==> src/rtl/traffic_light_seq.sv <==
// traffic_light_seq: two-road traffic light sequencer stepped by a synchronized 1 Hz tick.
// Optional pedestrian request feature is enabled by defining the macro PED_REQUEST_EN.
// Ports:
//   clk_100MHz     in   system clock, all state on its rising edge
//   reset          in   asynchronous active-high reset
//   clk_1Hz        in   slow square wave, each rising edge is one second
//   ped_req        in   pedestrian button, level (PED_REQUEST_EN only)
//   walk           out  pedestrian walk lamp, lit for the whole EW_GREEN phase (PED_REQUEST_EN only)
//   ns_light       out  north-south lamps {red,yellow,green}, one-hot
//   ew_light       out  east-west lamps {red,yellow,green}, one-hot
//   sec_remaining  out  seconds left in the current phase
module traffic_light_seq #(
  parameter int GREEN_S   = 20,
  parameter int YELLOW_S  = 3,
  parameter int ALLRED_S  = 1,
  parameter int PED_MIN_S = 5
) (
  input  logic       clk_100MHz,
  input  logic       reset,
  input  logic       clk_1Hz,
`ifdef PED_REQUEST_EN
  input  logic       ped_req,
  output logic       walk,
`endif
  output logic [2:0] ns_light,
  output logic [2:0] ew_light,
  output logic [5:0] sec_remaining
);
  typedef enum logic [2:0] {NS_GREEN, NS_YELLOW, ALLRED_A, EW_GREEN, EW_YELLOW, ALLRED_B} state_t;
  state_t state, state_n;
  logic [5:0] sec_n;
  logic [2:0] ns_n, ew_n;
  logic s1, s2, hist, arm, tick, flag, shorten;
  logic [1:0] fill;
  // fill marks when s2 carries a real sample of clk_1Hz rather than its reset value,
  // so a clk_1Hz held high across reset release cannot arm a spurious tick
  always_ff @(posedge clk_100MHz or posedge reset)
    if (reset) {s1, s2, hist, arm, fill} <= '0;
    else begin
      s1   <= clk_1Hz;
      s2   <= s1;
      hist <= s2;
      fill <= {fill[0], 1'b1};
      arm  <= arm | (fill[1] & ~s2);
    end
  assign tick = s2 & ~hist & arm;
  function automatic state_t succ(state_t s);
    return s == NS_GREEN  ? NS_YELLOW :
           s == NS_YELLOW ? ALLRED_A  :
           s == ALLRED_A  ? EW_GREEN  :
           s == EW_GREEN  ? EW_YELLOW :
           s == EW_YELLOW ? ALLRED_B  : NS_GREEN;
  endfunction
  function automatic logic [5:0] dur(state_t s);
    return (s == NS_GREEN  || s == EW_GREEN)  ? 6'(GREEN_S)  :
           (s == NS_YELLOW || s == EW_YELLOW) ? 6'(YELLOW_S) : 6'(ALLRED_S);
  endfunction
  assign shorten = flag && state == NS_GREEN && sec_remaining > 6'(PED_MIN_S);
  always_comb begin
    state_n = (tick && sec_remaining == 6'd1) ? succ(state) : state;
    sec_n   = !tick                  ? sec_remaining :
              sec_remaining == 6'd1  ? dur(state_n) :
              shorten                ? 6'(PED_MIN_S) : sec_remaining - 6'd1;
    ns_n    = state_n == NS_GREEN  ? 3'b001 : state_n == NS_YELLOW ? 3'b010 : 3'b100;
    ew_n    = state_n == EW_GREEN  ? 3'b001 : state_n == EW_YELLOW ? 3'b010 : 3'b100;
  end
  always_ff @(posedge clk_100MHz or posedge reset)
    if (reset) begin
      state         <= ALLRED_B;
      sec_remaining <= 6'(ALLRED_S);
      ns_light      <= 3'b100;
      ew_light      <= 3'b100;
    end else begin
      state         <= state_n;
      sec_remaining <= sec_n;
      ns_light      <= ns_n;
      ew_light      <= ew_n;
    end
`ifdef PED_REQUEST_EN
  logic p1, p2;
  // a request seen during EW_GREEN survives because the flag only clears on entry
  always_ff @(posedge clk_100MHz or posedge reset)
    if (reset) {p1, p2, flag, walk} <= '0;
    else begin
      p1   <= ped_req;
      p2   <= p1;
      flag <= (flag & ~(state_n == EW_GREEN && state != EW_GREEN)) | p2;
      walk <= state_n == EW_GREEN;
    end
`else
  assign flag = 1'b0;
`endif
endmodule

==> config.mk <==
export PLATFORM = sky130hd
export DESIGN_NAME = traffic_light_seq
export DESIGN_NICKNAME = d
export VERILOG_FILES = /design/src/rtl/traffic_light_seq.sv
export SDC_FILE = /design/constraint.sdc
export NUM_CORES = 1
export LEC_CHECK = 0
export ABC_CLOCK_PERIOD_IN_PS = 2900
export BUFFER_PORTS_ARGS = -buffer_cell sky130_fd_sc_hd__buf_2
export CORE_UTILIZATION = 57
export DETAILED_ROUTE_END_ITERATION = 12
export PLACE_DENSITY = 0.77
export SYNTH_ARGS = -nofsm -noshare
export SYNTH_HDL_FRONTEND = slang
export SYNTH_SLANG_ARGS = --single-unit
==> constraint.sdc <==
create_clock -name clk_100MHz -period 2.9 [get_ports clk_100MHz]
set_input_delay 0.435 -clock clk_100MHz [delete_from_list [all_inputs] [get_ports clk_100MHz]]
set_output_delay 0.435 -clock clk_100MHz [all_outputs]
set_load 0.005 [all_outputs]
==> key figures, run 1 <==
Run status
  – Status: finished clean

Synthesis
  – Netlist Area Pre-Place: around 960 µm²
  – Largest cells by area after synthesis: dfrtp_1 42%, dfstp_2 14%, nor2_1 3.5%
  – Synth warn: 0
  – Post-synth top area cell: dfrtp_1
  – Synth top area share: 0.4178
  – Post-synth EDFFs: 0
  – Synth Flop Type: dfrtp_1
  – Cells after Synth: a little over 90
  – Synth Net Count: between 90 and 100
  – Ys async rst share: 1.000
  – FF+latch count, synth: 21
  – Post-synthesis sequential area ratio: 0.5548
  – Post-synth top cells: 16 x dfrtp_1, 9 x nor2_1, 6 x a21oi_1, 6 x inv_1, 6 x nand2_1
  – Cell variety after synth: 36
  – Syn avg cell area: around 10 µm²
  – Top-count cell post-synth: dfrtp_1

Setup path
  – Critical path buffers and inverters: 0
  – Worst r2r dst: state[1]
  – Critical Path RT: between 3 and 4 ns
  – Worst path top cell family by delay: simple AND/OR/NAND/NOR gates
  – Arrival @ worst endpoint: 1.88 ns
  – Startpoint Class: flop
  – Critical Path Sink Type: flop
  – Delay of the slowest cell on the worst path: around 0.45 ns
  – Crit-path max FO: 7
  – Launching point of the worst reg2reg path: sec_remaining[2]
  – CP Class: flop to flop
  – Worst-path cell chain: or3_4 > nor3_4 > nand2_2 > o31ai_1
  – Levels on crit path: 4
  – Worst R2R Path Depth: 4
  – CP max-delay cell: dfrtp_1
  – Worst R2R Setup Slack: about 1.2 ns

Worst hold path
  – Hold depth: 1
  – Worst Hold Class: input pin to flop
  – Worst min-delay path startpoint: clk_1Hz
  – Hold endpoint: s1

Routing
  – Drt via density: around 5.5
  – 1st-pass router iterations: 4
  – Drt drc: 0
  – Routed WL: around 1500 µm
  – Routed len/inst: about 12 µm
  – Iter 0 DRT Violations: 26
  – Final ANT Viol Nets: 0
  – Vias after detailed routing: roughly 680

Die
  – Die X: between 40 and 50 µm
  – DIE HEIGHT: roughly 43 µm
  – Core Area: 1541 µm²
  – # IOs: 15
  – DIE AREA: 1849 µm²
  – Cell row count: 14
  – Initial Util: 0.6218

Placement
  – Place WS: 1.256 ns
  – # port buffers: 14
  – HPWL after detailed placement: between 1000 and 1500 µm
  – Cells after DPL: 118
  – Placer Congestion: ~0.86

Global routing
  – Largest net degree at the start of global routing: 22
  – Total track usage: 0.2038
  – First-pass GRT wire length: around 2700 µm
  – Initial antenna violation count: 0
  – GR Overflow Total: 0
  – Vias in the first global route: approximately 620

CTS
  – TritonCTS Sinks: 21
  – CTS root buf: clkbuf_4
  – TritonCTS buffer count: 3
  – CTS tree: built
  – Longest Clk Path Bufs: 2
  – Clock latency on the worst-skew pair: 0.30 ns
  – Cts repair resizes: 0
  – H-tree levels: 1
  – Post-CTS Setup Bufs: 0
  – Reg clk slew, reported paths: around 0.11 ns
  – Hold buffers post-CTS: 0

Power and ir drop
  – Peak VDD IR: 0.0005226 V
  – Power Density: between 800 and 900 nW/µm²
  – Leak Pwr: roughly 0.47 nW

Finish
  – Layout cells sized above 1: 0.2925
  – Nets: between 100 and 150
  – FF+latch area: between 500 and 600 µm²
  – Cell Count, Final, Fillers Out: about 120
  – # diodes: 0
  – Synth-to-layout area growth: 10.57%
  – # fillers: ~120
  – Area taken by multi-input logic gates: slightly below 400 µm²

STA
  – RSZ-0062 raised after global routing: no
  – Minimum clock period: 1.667 ns
  – Final setup viols: 0
  – Rel. slew slack: 0.5038
  – Max Slew Vio Count: 0
  – Final TNS setup: 0 ns
  – Final WS setup: between 1 and 1.5 ns
  – Worst Max-Slew Pin Slew: between 0.7 and 0.8 ns
  – Tcrit/Tclk final: 0.5748
  – Worst clock skew: 0.001872 ns
  – Final hold vios: 0
  – Min Hold Slack: around 0.24 ns
  – Maximum clock frequency: between 500 and 600 MHz

Flow run
  – MaxCap Viol Count: 0
[worst max path at each step]
stage	from	to	slack [ns]
after floorplan	sec_remaining[2]	state[1]	1.33
after global placement	sec_remaining[0]	state[1]	1.29
after detailed placement	sec_remaining[0]	state[1]	1.26
after CTS	sec_remaining[0]	state[1]	1.24
after global routing	sec_remaining[0]	state[1]	1.14
final	sec_remaining[2]	state[1]	1.23
[registers in the layout (all words and copies together), names as in the netlist]
signal,count
hist,1
ew_light,3
s1,1
state,3
fill,2
sec_remaining,6
s2,1
arm,1
ns_light,3
[worst register-to-register path, stage by stage (launching register included)]
cell and delay [ns]:
dfrtp_1 0.45, or3_4 0.45, nor3_4 0.33, nand2_2 0.13, o31ai_1 0.21
[cell type report]
class	count	area share
clock buffer	3	0.02125
multi-input combinational	61	0.3660
tap	16	0.01889
timing repair buffer	14	0.06612
sequential	21	0.5018
clock inverter	1	0.004723
inverter	6	0.02125
[layer usage]
| layer | track usage | routed length, µm | vias up |
|---|---|---|---|
| li1 | - | - | 347 |
| met1 | 0.2665 | 714 | 312 |
| met2 | 0.3212 | 695 | 13 |
| met3 | 0.03830 | 48 | 5 |
| met4 | 0.1091 | 38 | 0 |
| met5 | 0 | 0 | - |
[cells by family (layout without fill, tap and decap cells)]
logic type,after synthesis,after routing,synth area share
muxes,3,3,0.03394
AOI/OAI and AO/OA,22,22,0.1410
adders and majority gates,2,2,0.02611
and+or+nand+nor,32,32,0.1906
buffers and inverters,10,24,0.04046
xor gates and xnor gates,1,1,0.009140
other,1,1,0.003913
DFF,21,21,0.5548
[placed cells by master, fill, tap and decap left out]
master / synthesis / final
or3_1: 1 / 1
o41ai_1: 1 / 1
or3_4: 2 / 2
nand2_2: 1 / 1
nand3_1: 2 / 2
dfrtp_1: 16 / 16
nand3b_1: 1 / 1
buf_2: 1 / 14
nor2b_1: 1 / 1
nor3_2: 1 / 1
a32oi_1: 1 / 1
inv_1: 6 / 6
nand2_1: 6 / 6
nand2b_1: 2 / 2
a21oi_1: 6 / 6
clkbuf_4: 0 / 3
mux2i_1: 1 / 1
mux2_2: 2 / 2
a21boi_0: 1 / 1
conb_1: 1 / 1
a211oi_1: 1 / 1
o21ai_1: 3 / 3
nor3_4: 1 / 1
ha_1: 2 / 2
a31oi_1: 1 / 1
nor2_1: 9 / 9
nor4_1: 2 / 2
o31ai_1: 1 / 1
or2_2: 1 / 1
clkinv_2: 0 / 1
xnor2_1: 1 / 1
o21ai_0: 4 / 4
o22a_1: 1 / 1
dfstp_2: 5 / 5
nor3_1: 2 / 2
o21a_1: 1 / 1
a21o_1: 1 / 1
[report_power, final]
part           switching (mW)  internal [mW]  leakage, nW  total (mW)
logic                   0.146          0.142        0.209       0.288
registers              0.0844          0.372        0.243       0.456
clock network          0.0824         0.0514       0.0177       0.134
total                   0.313          0.565        0.470       0.878
[through the flow]
step | power (mW) | instance area [µm²] | util
after floorplan | 0.6626 | 958.4 | -
after global placement | 0.7440 | 1032 | 0.6696
after detailed placement | 0.7529 | 1032 | 0.6696
after CTS | 0.8868 | 1060 | 0.6875
after global routing | 0.9593 | 1060 | 0.6875
final | 0.8781 | 1060 | 0.6875
Power figures use the tool's default switching activity.
==> run 2: changes to the inputs <==
ABC_CLOCK_PERIOD_IN_PS = 1500   (was 2900)
CORE_UTILIZATION = 48   (was 57)
PLACE_DENSITY = 0.69   (was 0.77)
clock period = 1.5 ns   (was 2.9 ns; I/O delays follow)
==> run 2 against run 1 <==
Net effect: the run now ends with setup timing left; count of clock-buffer cells in the layout is the same; routed wire length grew 23%; non-clock buffer count grew 14; design area grew 17%; clock power grew 98%; core utilization shrank 0.14 points; worst setup slack lost 1.3 ns; clock skew grew 0.0043 ns; die area grew 18%.
==> key figures, run 2 (synthesis gave the netlist of run 1 again) <==
Worst hold path
  – Worst Hold Class: input pin to flop
  – Worst min-delay path startpoint: clk_1Hz
  – Hold depth: 1 (unchanged)
  – Hold endpoint: s1

Die
  – Die X: 46.69 µm (+8.6%)
  – Core Area: 1802 µm² (+17%)
  – # IOs: 15 (unchanged)
  – Initial Util: 0.5319 (-0.08981)
  – DIE AREA: 2179 µm² (+18%)
  – DIE HEIGHT: 46.69 µm (+8.6%)
  – Cell row count: 15 (+1)

Finish
  – Layout cells sized above 1: 0.4500 (+0.1575)
  – Synth-to-layout area growth: 28.98%
  – Top reg by flops: sec_remaining
  – Commonest non-fill, non-tap cell in the layout: dfrtp_1
  – # diodes: 0 (unchanged)
  – # fillers: 160 (+29%)
  – Number of flip-flops in the largest register: 6 (unchanged)
  – Most frequent cells in the layout: 16 x dfrtp_1, 14 x buf_2, 12 x buf_4
  – Nets: 126 (+13%)
  – Cell Count, Final, Fillers Out: 145 (+19%)

Setup path
  – Critical Path Sink Type: flop
  – Worst path top cell family by delay: simple AND/OR/NAND/NOR gates
  – Most common cell on crit path: or3_4
  – Startpoint Class: flop
  – Launching point of the worst reg2reg path: sec_remaining[2]
  – Levels on crit path: 4 (unchanged)
  – Critical Path RT: 1.68 ns (-1.43 ns)
  – Worst R2R Path Depth: 4 (unchanged)
  – Critical path buffers and inverters: 0 (unchanged)
  – Worst r2r dst: state[1]
  – Delay of the slowest cell on the worst path: 0.44 ns (about the same)
  – CP Class: flop to flop
  – Worst-path cell chain: or3_4 > or3_4 > o21ai_2 > o31ai_1
  – Crit-path max FO: 5 (-2)
  – CP max-delay cell: or3_4
  – Arrival @ worst endpoint: 1.73 ns (-0.15 ns)
  – Worst R2R Setup Slack: -0.05 ns (-1.28 ns)

CTS
  – H-tree levels: 1 (unchanged)
  – Clock latency on the worst-skew pair: 0.30 ns (about the same)
  – CTS tree: built
  – CTS root buf: clkbuf_4
  – TritonCTS Sinks: 21 (unchanged)
  – Reg clk slew, reported paths: 0.12 ns (about the same)
  – TritonCTS buffer count: 3 (unchanged)
  – Longest Clk Path Bufs: 2 (unchanged)

STA
  – Final hold vios: 0 (unchanged)
  – Maximum clock frequency: 645.5 MHz (+7.6%)
  – Worst clock skew: 0.006125 ns (+0.004253 ns)
  – Final setup viols: 2 (+2)
  – Tcrit/Tclk final: 1.033 (+0.4579)
  – Final WS setup: -0.04915 ns (-1.282 ns)
  – Minimum clock period: 1.549 ns (-0.1179 ns)
  – RSZ-0062 raised after global routing: yes
  – Max Slew Vio Count: 0 (unchanged)

Global routing
  – First-pass GRT wire length: 3015 µm (+13%)
  – GR Overflow Total: 0 (unchanged)
  – Total track usage: 0.2052 (+0.001446)
  – Vias in the first global route: 698 (+12%)
  – Largest net degree at the start of global routing: 22 (unchanged)
  – Initial antenna violation count: 0 (unchanged)

Routing
  – Iter 0 DRT Violations: 14 (-46%)
  – Routed WL: 1838 µm (+23%)
  – DR WL met3: 52 µm (+8.3%)
  – 1st-pass router iterations: 4 (unchanged)
  – Final ANT Viol Nets: 0 (unchanged)
  – Routed len/inst: 12.68 µm (+3.4%)
  – Top Layer Used: met4
  – Met1 WL: 821 µm (+15%)
  – Drt via density: 5.110 (-7.9%)
  – Vias after detailed routing: 741 (+9.5%)
  – Met2 wire len: 936 µm (+35%)
  – Drt drc: 0 (unchanged)

Power and ir drop
  – Clock network power share: 0.133 (-0.019)
  – Overall power: 1.992 mW (+130%)
  – Comb power frac: 0.462 (+0.134)
  – Peak VDD IR: 0.001131 V (+120%)
  – Reg power frac: 0.404 (-0.116)
  – Sw power: 0.7231 mW (+130%)
  – Internal power: 1.269 mW (+120%)
  – Sw frac: 0.3631 (+0.006988)
  – Power Density: 1611 nW/µm² (+94%)
  – Leak Pwr: 0.5470 nW (+16%)

Placement
  – Place WS: -0.02564 ns (-1.281 ns)
  – HPWL after detailed placement: 1313 µm (+17%)
  – Placer Congestion: 0.8357 (-2.6%)
  – # port buffers: 14 (unchanged)
  – Cells after DPL: 138 (+17%)

Run status
  – Failing checks: setup timing
  – Status: complete, but fails checks

Flow run
  – MaxCap Viol Count: 0 (unchanged)
[run 2: repair_timing]
action,4_1_cts,5_1_grt
endpoints found under the setup margin,8,15
endpoints found under the hold margin,16,0
hold buffers,1,0
pin swaps,3,4
setup buffers,2,0
resized for setup,3,8
[run 2: worst max-delay path by stage]
stage | startpoint | to | slack [ns]
5_1_grt | sec_remaining[2] | state[1] | -0.10
3_5_place_dp | sec_remaining[4] | sec_remaining[5] | -0.03
6_report | sec_remaining[2] | state[1] | -0.05
4_1_cts | sec_remaining[3] | state[1] | -0.01
2_1_floorplan | sec_remaining[4] | state[1] | 0.003
3_3_place_gp | sec_remaining[4] | sec_remaining[5] | -0.01
[run 2: metrics by stage]
stage / setup TNS, ns / cell area (µm²) / hold slack [ns] / utilization
CTS: -0.02587 / 1214 / 0.03107 / 0.6736
finish: -0.06615 / 1236 / 0.03953 / 0.6861
floorplan: 0 / 978.4 / 0.1978 / -
global route: -0.3351 / 1236 / 0.01878 / 0.6861
detailed placement: -0.04489 / 1146 / 0.2628 / 0.6361
global placement: -0.01807 / 1146 / 0.2581 / 0.6361
[run 2: routing by layer]
metal  track usage  vias to the layer above
met2        0.3583                       17
met5             0                        -
li1              -                      372
met1        0.2462                      348
met3       0.02353                        4
met4        0.1029                        0
[run 2: layout make-up]
type / count / area (µm²) / share of cell area
clock inverters: 1 / 5.005 / 0.004049
well taps: 25 / 31.28 / 0.02530
multi-input cells: 61 / 441.7 / 0.3573
repair buffers: 28 / 181.4 / 0.1468
inverters: 6 / 22.52 / 0.01822
clock buffers: 3 / 22.52 / 0.01822
flip-flops and latches: 21 / 531.8 / 0.4302
[run 2: power by group through the flow]
stage          Combinational, mW  Clock, mW  Sequential, mW
2_1_floorplan              0.471          0           0.845
5_1_grt                     1.03      0.293           0.826
4_1_cts                    0.878      0.276           0.804
3_5_place_dp               0.834          0           0.817
6_report                   0.921      0.265           0.805
3_3_place_gp               0.807          0           0.811
==> run 3: changes to the inputs <==
CELL_PAD_IN_SITES_DETAIL_PLACEMENT = 0   (was default)
CELL_PAD_IN_SITES_GLOBAL_PLACEMENT = 1   (was default)
CORE_UTILIZATION = 38   (was 48)
PLACE_DENSITY = 0.7   (was 0.69)
==> run 3 against run 2 <==
Net effect: the run still ends with setup timing left; total power grew 2.1%; sequential power up 0.6%; critical path depth increased by 1; hold slack improved by 0.33 ns; die area increased by 25%; critical endpoint unchanged; largest power group unchanged.
==> key figures, run 3 (synthesis gave the netlist of run 1 again) <==
Finish
  – Layout cells sized above 1: 0.4836 (+0.03361)
  – Number of flip-flops in the largest register: 6 (unchanged)
  – Cell Count, Final, Fillers Out: 150 (+3.4%)
  – Nets: 128 (+1.6%)
  – # fillers: 210 (+31%)
  – # diodes: 0 (unchanged)
  – Most frequent cells in the layout: 16 x dfrtp_1, 14 x buf_2, 12 x buf_4
  – Synth-to-layout area growth: 33.29%
  – Commonest non-fill, non-tap cell in the layout: dfrtp_1
  – FF+latch area: 531.8 µm² (unchanged)
  – Top reg by flops: sec_remaining
  – Area taken by multi-input logic gates: 455.4 µm² (+3.1%)

Global routing
  – Initial antenna violation count: 0 (unchanged)
  – First-pass GRT wire length: 3256 µm (+8.0%)
  – Largest net degree at the start of global routing: 14 (-36%)
  – GR Overflow Total: 0 (unchanged)
  – Vias in the first global route: 722 (+3.4%)
  – Total track usage: 0.1699 (-0.03538)

Run status
  – Failing checks: setup timing
  – Status: complete, but fails checks

Placement
  – # port buffers: 14 (unchanged)
  – HPWL after detailed placement: 1453 µm (+11%)
  – Cells after DPL: 143 (+3.6%)
  – Place WS: -0.03281 ns (-0.007170 ns)
  – Placer Congestion: 0.8045 (-3.7%)

STA
  – Max Slew Vio Count: 0 (unchanged)
  – Final hold vios: 0 (unchanged)
  – Min Hold Slack: 0.3679 ns (+0.3284 ns)
  – RSZ-0062 raised after global routing: yes
  – Maximum clock frequency: 643.8 MHz (-0.26%)
  – Final WS setup: -0.05319 ns (-0.004035 ns)
  – Minimum clock period: 1.553 ns (+0.004035 ns)
  – Worst clock skew: 0.004727 ns (-0.001398 ns)
  – Final setup viols: 5 (+3)
  – Tcrit/Tclk final: 1.035 (+0.002690)

Setup path
  – Startpoint Class: flop
  – Worst path top cell family by delay: flip-flops
  – Delay of the slowest cell on the worst path: 0.59 ns (+0.15 ns)
  – Worst-path cell chain: ha_4 > nand2b_4 > or3_4 > o21ai_2 > o31ai_2
  – Critical Path RT: 1.70 ns (+0.02 ns)
  – Arrival @ worst endpoint: 1.76 ns (+0.03 ns)
  – Crit-path max FO: 4 (-1)
  – Critical Path Sink Type: flop
  – Critical path buffers and inverters: 0 (unchanged)
  – CP Class: flop to flop
  – CP max-delay cell: dfstp_2

CTS
  – Longest Clk Path Bufs: 2 (unchanged)
  – TritonCTS buffer count: 3 (unchanged)
  – CTS tree: built
  – H-tree levels: 1 (unchanged)
  – CTS root buf: clkbuf_4
  – Reg clk slew, reported paths: 0.12 ns (about the same)
  – TritonCTS Sinks: 21 (unchanged)
  – Clock latency on the worst-skew pair: 0.30 ns (about the same)

Routing
  – Routed len/inst: 13.10 µm (+3.3%)
  – Vias after detailed routing: 788 (+6.3%)
  – Met2 wire len: 972 µm (+3.8%)
  – Met1 WL: 875 µm (+6.6%)
  – Final ANT Viol Nets: 0 (unchanged)
  – 1st-pass router iterations: 4 (unchanged)
  – Drt drc: 0 (unchanged)
  – Iter 0 DRT Violations: 6 (-8)
  – Routed WL: 1965 µm (+6.9%)
  – Top Layer Used: met4
  – DR WL met3: 51 µm (-1.9%)
  – Drt via density: 5.253 (+2.8%)

Die
  – Core Area: 2297 µm² (+27%)
  – # IOs: 15 (unchanged)
  – Die X: 52.22 µm (+12%)
  – Cell row count: 17 (+2)
  – DIE AREA: 2727 µm² (+25%)
  – DIE HEIGHT: 52.22 µm (+12%)
  – Initial Util: 0.4172 (-0.1147)

Power and ir drop
  – Peak VDD IR: 0.0008334 V (-26%)
  – Leak Pwr: 0.5606 nW (+2.5%)
  – Power Density: 1592 nW/µm² (-1.2%)

Worst hold path
  – Worst Hold Class: flop to flop

Flow run
  – MaxCap Viol Count: 0 (unchanged)
[run 3: final timing paths]
kind                                        from          end  slack [ns]  cells after the start
worst max-delay path            sec_remaining[0]     state[1]       -0.05                      5
max in group asynchronous                  reset           s2        0.54                      4
worst max register to register  sec_remaining[0]     state[1]       -0.05                      5
min in group asynchronous                  reset  ns_light[0]        0.46                      3
worst min register to register           fill[0]      fill[1]        0.37                      0
worst min-delay path                     fill[0]      fill[1]        0.37                      0
[run 3: layout make-up]
cell class,instances,share of cell area
Clock buffer,3,0.01763
Clock inverter,1,0.005877
Sequential cell,21,0.4163
Multi-Input combinational cell,61,0.3565
Tap cell,28,0.02742
Inverter,6,0.01763
Timing Repair Buffer,30,0.1587
[run 3: per-layer routing]
metal	global-route usage	vias to the layer above
met4	0.1140	0
met3	0.02899	10
met1	0.2071	386
met5	0	-
met2	0.2735	18
li1	-	374
[run 3: power breakdown]
group | internal, mW | leakage [nW] | total [mW] | switching, mW
combinational | 0.460 | 0.303 | 0.950 | 0.490
clock | 0.101 | 0.0139 | 0.274 | 0.172
sequential | 0.717 | 0.243 | 0.810 | 0.0929
total | 1.28 | 0.561 | 2.03 | 0.755
[run 3: through the flow]
step	TNS [ns]	cell area (µm²)	power [mW]	utilization
floorplan	0	978.4	1.316	-
global placement	-0.04821	1165	1.652	0.5071
detailed placement	-0.07394	1165	1.685	0.5071
CTS	-0.1047	1214	1.975	0.5283
global route	-0.4746	1277	2.186	0.5561
finish	-0.09413	1277	2.034	0.5561
[run 3: repair_timing]
action                     4_1_cts  5_1_grt
setup endpoints to repair        7       15
cloned                           0        0
setup buffers                    0        1
resized for setup                3       13
hold buffers                     1        1
hold endpoints to repair         6        1
pin swaps                        4        3
